<file path="src/rtl/outram_wr.sv">
// outram_wr: drains packed bytes from the output packer into IO RAM port B.
// Define OUTRAM_HDR_EN to prefix the stream with a 16-bit big-endian byte count.
module outram_wr #(
  parameter int ADDR_W = 12
) (
  input  logic              clk,
  input  logic              rst,
  input  logic              start,
  input  logic              end_req,
  input  logic              write_data,
  input  logic              write_sp,
  input  logic              valid_dcnt,
  input  logic              tc_outreg,
  input  logic [7:0]        lzw_byte,
  output logic              read_data,
  output logic              ram_we_b,
  output logic [ADDR_W-1:0] ram_addr_b,
  output logic [7:0]        ram_din_b,
  output logic [ADDR_W:0]   byte_cnt,
  output logic              busy,
  output logic              done,
  output logic              ovf
);

  typedef enum logic [2:0] {
    IDLE  = 3'd0,
    RUN   = 3'd1,
    FLUSH = 3'd2,
    HDR0  = 3'd3,
    HDR1  = 3'd4,
    DONE  = 3'd5
  } state_t;

`ifdef OUTRAM_HDR_EN
  localparam logic [ADDR_W:0] BASE   = (ADDR_W+1)'(2);
  localparam state_t          S_TAIL = HDR0;
`else
  localparam logic [ADDR_W:0] BASE   = '0;
  localparam state_t          S_TAIL = DONE;
`endif

  state_t            r_state;
  state_t            w_state_nxt;
  logic              r_end_pend;
  logic [ADDR_W:0]   r_ptr;
  logic              r_we;
  logic [ADDR_W-1:0] r_addr;
  logic [7:0]        r_din;
  logic [ADDR_W:0]   r_byte_cnt;
  logic              r_done;
  logic              r_ovf;
  logic              w_strobe;
  logic              w_pop;
  logic              w_full;

  assign w_strobe = write_data | write_sp;
  // The pointer carries one extra bit; it sets once the last address is used.
  assign w_full   = r_ptr[ADDR_W];

  always_comb begin
    w_state_nxt = r_state;
    w_pop       = 1'b0;
    case (r_state)
      IDLE: if (start) w_state_nxt = RUN;
      RUN: begin
        // A packer write always wins; the pop simply retries next cycle.
        w_pop = valid_dcnt & ~w_strobe;
        if (r_end_pend && !valid_dcnt && !w_strobe)
          w_state_nxt = tc_outreg ? S_TAIL : FLUSH;
      end
      FLUSH: begin
        w_pop       = 1'b1;
        w_state_nxt = S_TAIL;
      end
`ifdef OUTRAM_HDR_EN
      HDR0: w_state_nxt = HDR1;
      HDR1: w_state_nxt = DONE;
`endif
      DONE: w_state_nxt = IDLE;
      default: w_state_nxt = IDLE;
    endcase
  end

`ifdef OUTRAM_HDR_EN
  logic [15:0] w_hdr;
  assign w_hdr = 16'(r_byte_cnt);
`endif

  always_ff @(posedge clk) begin
    if (rst) begin
      r_state    <= IDLE;
      r_end_pend <= 1'b0;
      r_ptr      <= '0;
      r_we       <= 1'b0;
      r_addr     <= '0;
      r_din      <= '0;
      r_byte_cnt <= '0;
      r_done     <= 1'b0;
      r_ovf      <= 1'b0;
    end else begin
      r_state <= w_state_nxt;
      r_we    <= 1'b0;
      // done trails the DONE state so it follows the final RAM write.
      r_done  <= (r_state == DONE);
      if (r_state == IDLE) begin
        r_ptr      <= BASE;
        r_end_pend <= 1'b0;
        if (start) begin
          r_byte_cnt <= '0;
          r_ovf      <= 1'b0;
        end
      end
      if (r_state == RUN && end_req) r_end_pend <= 1'b1;
      if (w_pop) begin
        if (w_full) begin
          r_ovf <= 1'b1;
        end else begin
          r_we       <= 1'b1;
          r_addr     <= r_ptr[ADDR_W-1:0];
          r_din      <= lzw_byte;
          r_ptr      <= r_ptr + 1'b1;
          r_byte_cnt <= r_byte_cnt + 1'b1;
        end
      end
`ifdef OUTRAM_HDR_EN
      if (r_state == HDR0) begin
        r_we   <= 1'b1;
        r_addr <= '0;
        r_din  <= w_hdr[15:8];
      end
      if (r_state == HDR1) begin
        r_we   <= 1'b1;
        r_addr <= ADDR_W'(1);
        r_din  <= w_hdr[7:0];
      end
`endif
    end
  end

  assign read_data  = w_pop;
  assign ram_we_b   = r_we;
  assign ram_addr_b = r_addr;
  assign ram_din_b  = r_din;
  assign byte_cnt   = r_byte_cnt;
  assign busy       = (r_state != IDLE);
  assign done       = r_done;
  assign ovf        = r_ovf;

endmodule

</file>
<file path="config.mk">
export PLATFORM = sky130hd
export DESIGN_NAME = outram_wr
export DESIGN_NICKNAME = d
export VERILOG_FILES = /design/src/rtl/outram_wr.sv
export SDC_FILE = /design/constraint.sdc
export NUM_CORES = 1
export LEC_CHECK = 0
export CORE_MARGIN = 2
export CORE_UTILIZATION = 33
export DETAILED_ROUTE_END_ITERATION = 8
export GPL_TIMING_DRIVEN = 0
export SLEW_MARGIN = 10
export SYNTH_ARGS = -nofsm -noshare
export SYNTH_HDL_FRONTEND = slang
export SYNTH_SLANG_ARGS = --single-unit
export TNS_END_PERCENT = 10
</file>
<file path="constraint.sdc">
create_clock -name clk -period 3.6 [get_ports clk]
set_input_delay 0.72 -clock clk [delete_from_list [all_inputs] [get_ports clk]]
set_output_delay 0.72 -clock clk [all_outputs]
set_load 0.005 [all_outputs]
</file>
==> results.toml <==
[outcome]
status = "complete, no violations"

[yosys]
synth_compound_area_share_pct = 21.9
synth_cell_type_count = 53
syn-num-nets = 304
synthSimpleGateAreaFrac_pct = 26.5
syn_area_um2 = 2460
synth.top_cell.area_share_pct = 43.1
synth_top_family_by_area = "simple AND/OR/NAND/NOR gates"
synth_area_leader_cell = "dfxtp_1"
synth-main-ff-cell = "dfxtp_1"
synth_fa_ha_area_share_pct = 1.02
async_reset_ff_share_pct = 0
syn_inst = 286
synth.area.top_cells = "dfxtp_1 (43%), a21oi_1 (6.7%), nand3_1 (6.3%)"
ys_seq_area_share_pct = 43.1
synthXorXnorAreaFrac_pct = 0.356
synth_warnings = 0
avgSynthCellArea_um2 = 8.60
ys_ff_latch = 53
synth.area.mux_share_pct = 1.63
synth-edff-count = 0

[placement]
place_inst = 437
io_buffer_count = 52
dp_hpwl_mm = 4.63
dp_slack_ps = -77.1
routabilityCongestion = 0.849

[layout]
antenna_cells = 0
seq_area_um2 = 1060
layout_commonest_cell = "dfxtp_1"
fin_cells = 444
drive_gt1_share_pct = 6.67
final_util_pct = 44.6
fillCellCount = 742
mostFrequentLayoutCells = "dfxtp_1 (53), clkdlybuf4s50_1 (52), a21oi_1 (33), nand3_1 (31), o21ai_0 (23)"
nets = 362
multiInputGateArea_um2 = 1260
areaGrowthSynthToFinish_pct = 31.5

[hold_path]
hold_path_class = "reg -> reg"
min_to = "byte_cnt[12]$_SDFF_PP0_"
holdCritStartpoint = "byte_cnt[12]$_SDFF_PP0_"
hold_depth = 2

[die]
io_pins = 54
die_x_um = 90.3
num_rows = 31
dieHeight_um = 90.3
core_um2 = 7250
start_util_pct = 33.9
dieArea_um2 = 8160

[global_routing]
grt-ovfl-total = 0
grt_pass1_vias = 2245
grt_max_degree = 20
antenna_found_initial = 0
grt_pass1_wl_mm = 10.9
grt_usage_pct = 16.1

[drt]
drc = 0
wl_per_cell_um = 14.5
vias = 2404
viasPerCell = 5.41
dr.pass1.iters = 5
drt_wl_total_mm = 6.46
drtAntennaViolNets = 0
drt_iter0_markers = 155

[setup_path]
arrival_ps = 2780
r2r_slack_ps = 1510
end_kind = "primary output"
worst-path-buf-inv = 4
crit_top_cell = "clkdlybuf4s50_1"
r2r_cells = 8
reg2reg_to = "byte_cnt[9]$_SDFF_PP0_"
cpMaxStageDelayCell = "clkdlybuf4s50_1"
crit_required_ps = 2880
r2r_start = "r_state[0]$_SDFFE_PP0P_"
worst_setup_path_start_kind = "primary input"
cp_top_family = "buffers and inverters"
crit_path_cell_trace = "clkdlybuf4s50_1, or3b_1, o31a_1, buf_6, clkinv_2, clkdlybuf4s50_1"
worstSetupPathType = "in -> out"
crit_path_max_fanout = 19
slowest_delay_ps = 550

[run]
drv_cap = 0

[power_and_ir_drop]
vdd_drop_max_v = 0.000155
finalPower_mw = 1.13
p_leak_nw = 1.08
p_per_area_nw_per_um2 = 350

[cts]
clkTransAtPathRegs_ps = 90
clock-sinks = 53
tritoncts = "built"
cts_buffer_depth = 2
cts_hold_buf = 0
cts_buffers = 5
clk-insertion-delay-late_ps = 310
cts_max_level = 2
clockRootBuffer = "clkbuf_8"

[sta]
tightest_slew_ps = 564
fin_crit_sh_pct = 97.2
hold_violations = 0
period_needed_ps = 3500
grt_setup_unrepaired = "false"
skew_ps = 7.70
maxSlewHeadroom_pct = 62.4
slew_viol_final = 0
finalSetupViolations = 0
holdWs_ps = 473
max_freq_ghz = 0.286
setup_ws_ps = 99.1
## flip-flops by register name (all words and copies together), names as in the netlist
name,cells
byte_cnt,13
r_ptr,13
ram_addr_b,12
ram_din_b,8
r_state,3
done,1
ovf,1
r_end_pend,1
ram_we_b,1
## where the power goes
part           internal (mW)  switching (mW)
Combinational         0.0306          0.0359
Sequential             0.589         0.00167
Clock                  0.276           0.200
## worst reg2reg max path, cell delays in order (launching register included)
cell and delay [ps]:
dfxtp_1 310, clkbuf_1 280, nand2b_1 160, o31a_1 280, buf_6 150, buf_6 150
buf_6 140, o311ai_0 370, o41ai_1 140
## kinds of logic after synthesis
kind of cell | count (synthesis)
DFF | 53
buffers and inverters | 28
xor gates and xnor gates | 1
AOI/OAI and AO/OA | 87
muxes | 4
and+or+nand+nor | 111
adders and majority gates | 2
## worst max path at each step
| stage | startpoint | end | slack, ps | cells past startpoint |
|---|---|---|---|---|
| floorplan | write_sp | read_data | 1090 | 5 |
| global placement | valid_dcnt | read_data | -80 | 7 |
| detailed placement | valid_dcnt | read_data | -80 | 7 |
| CTS | valid_dcnt | read_data | 20 | 6 |
| global route | valid_dcnt | read_data | 20 | 6 |
| finish | valid_dcnt | read_data | 100 | 6 |
## cells in the mapped netlist (all sizes together) (3+ instances only)
cell type / n
a21oi: 33
a221o: 5
and3: 4
and4: 7
buf: 9
clkbuf: 14
dfxtp: 53
inv: 4
mux2i: 4
nand2: 15
nand2b: 3
nand3: 31
nand4: 6
nor2: 11
nor3: 3
o211ai: 6
o21ai: 23
o311ai: 3
o31ai: 3
or2: 4
or3b: 3
or4: 8
## through the flow
step	TNS [ps]	cell area, um^2
after floorplan	0	2460
after global placement	-84.0	3100
after detailed placement	-77.1	3100
after CTS	0	3230
after global routing	0	3230
final	0	3230
## timing repair
item / CTS / global route
setup endpoints to repair: 1 / 1
resized for setup: 0 / 1
buffers inserted: 0 / 0
## layout make-up
cell class,count,share of cell area [%]
multi-input cells,205,39.1
flip-flops and latches,53,32.8
repair buffers,52,16.1
well taps,99,3.83
plain buffers,22,3.44
clock buffers,5,2.13
clock inverters,3,2.01
inverters,5,0.619
## metal layers
| layer | track usage, % | vias up | part of all wire [%] |
|---|---|---|---|
| met1 | 22.1 | 1133 | 48 |
| li1 | - | 1203 | - |
| met2 | 25.7 | 60 | 46 |
| met5 | 0 | - | 0 |
| met3 | 3.59 | 8 | 5.0 |
| met4 | 4.36 | 0 | 1.2 |
(Power assumes the default switching activity.)
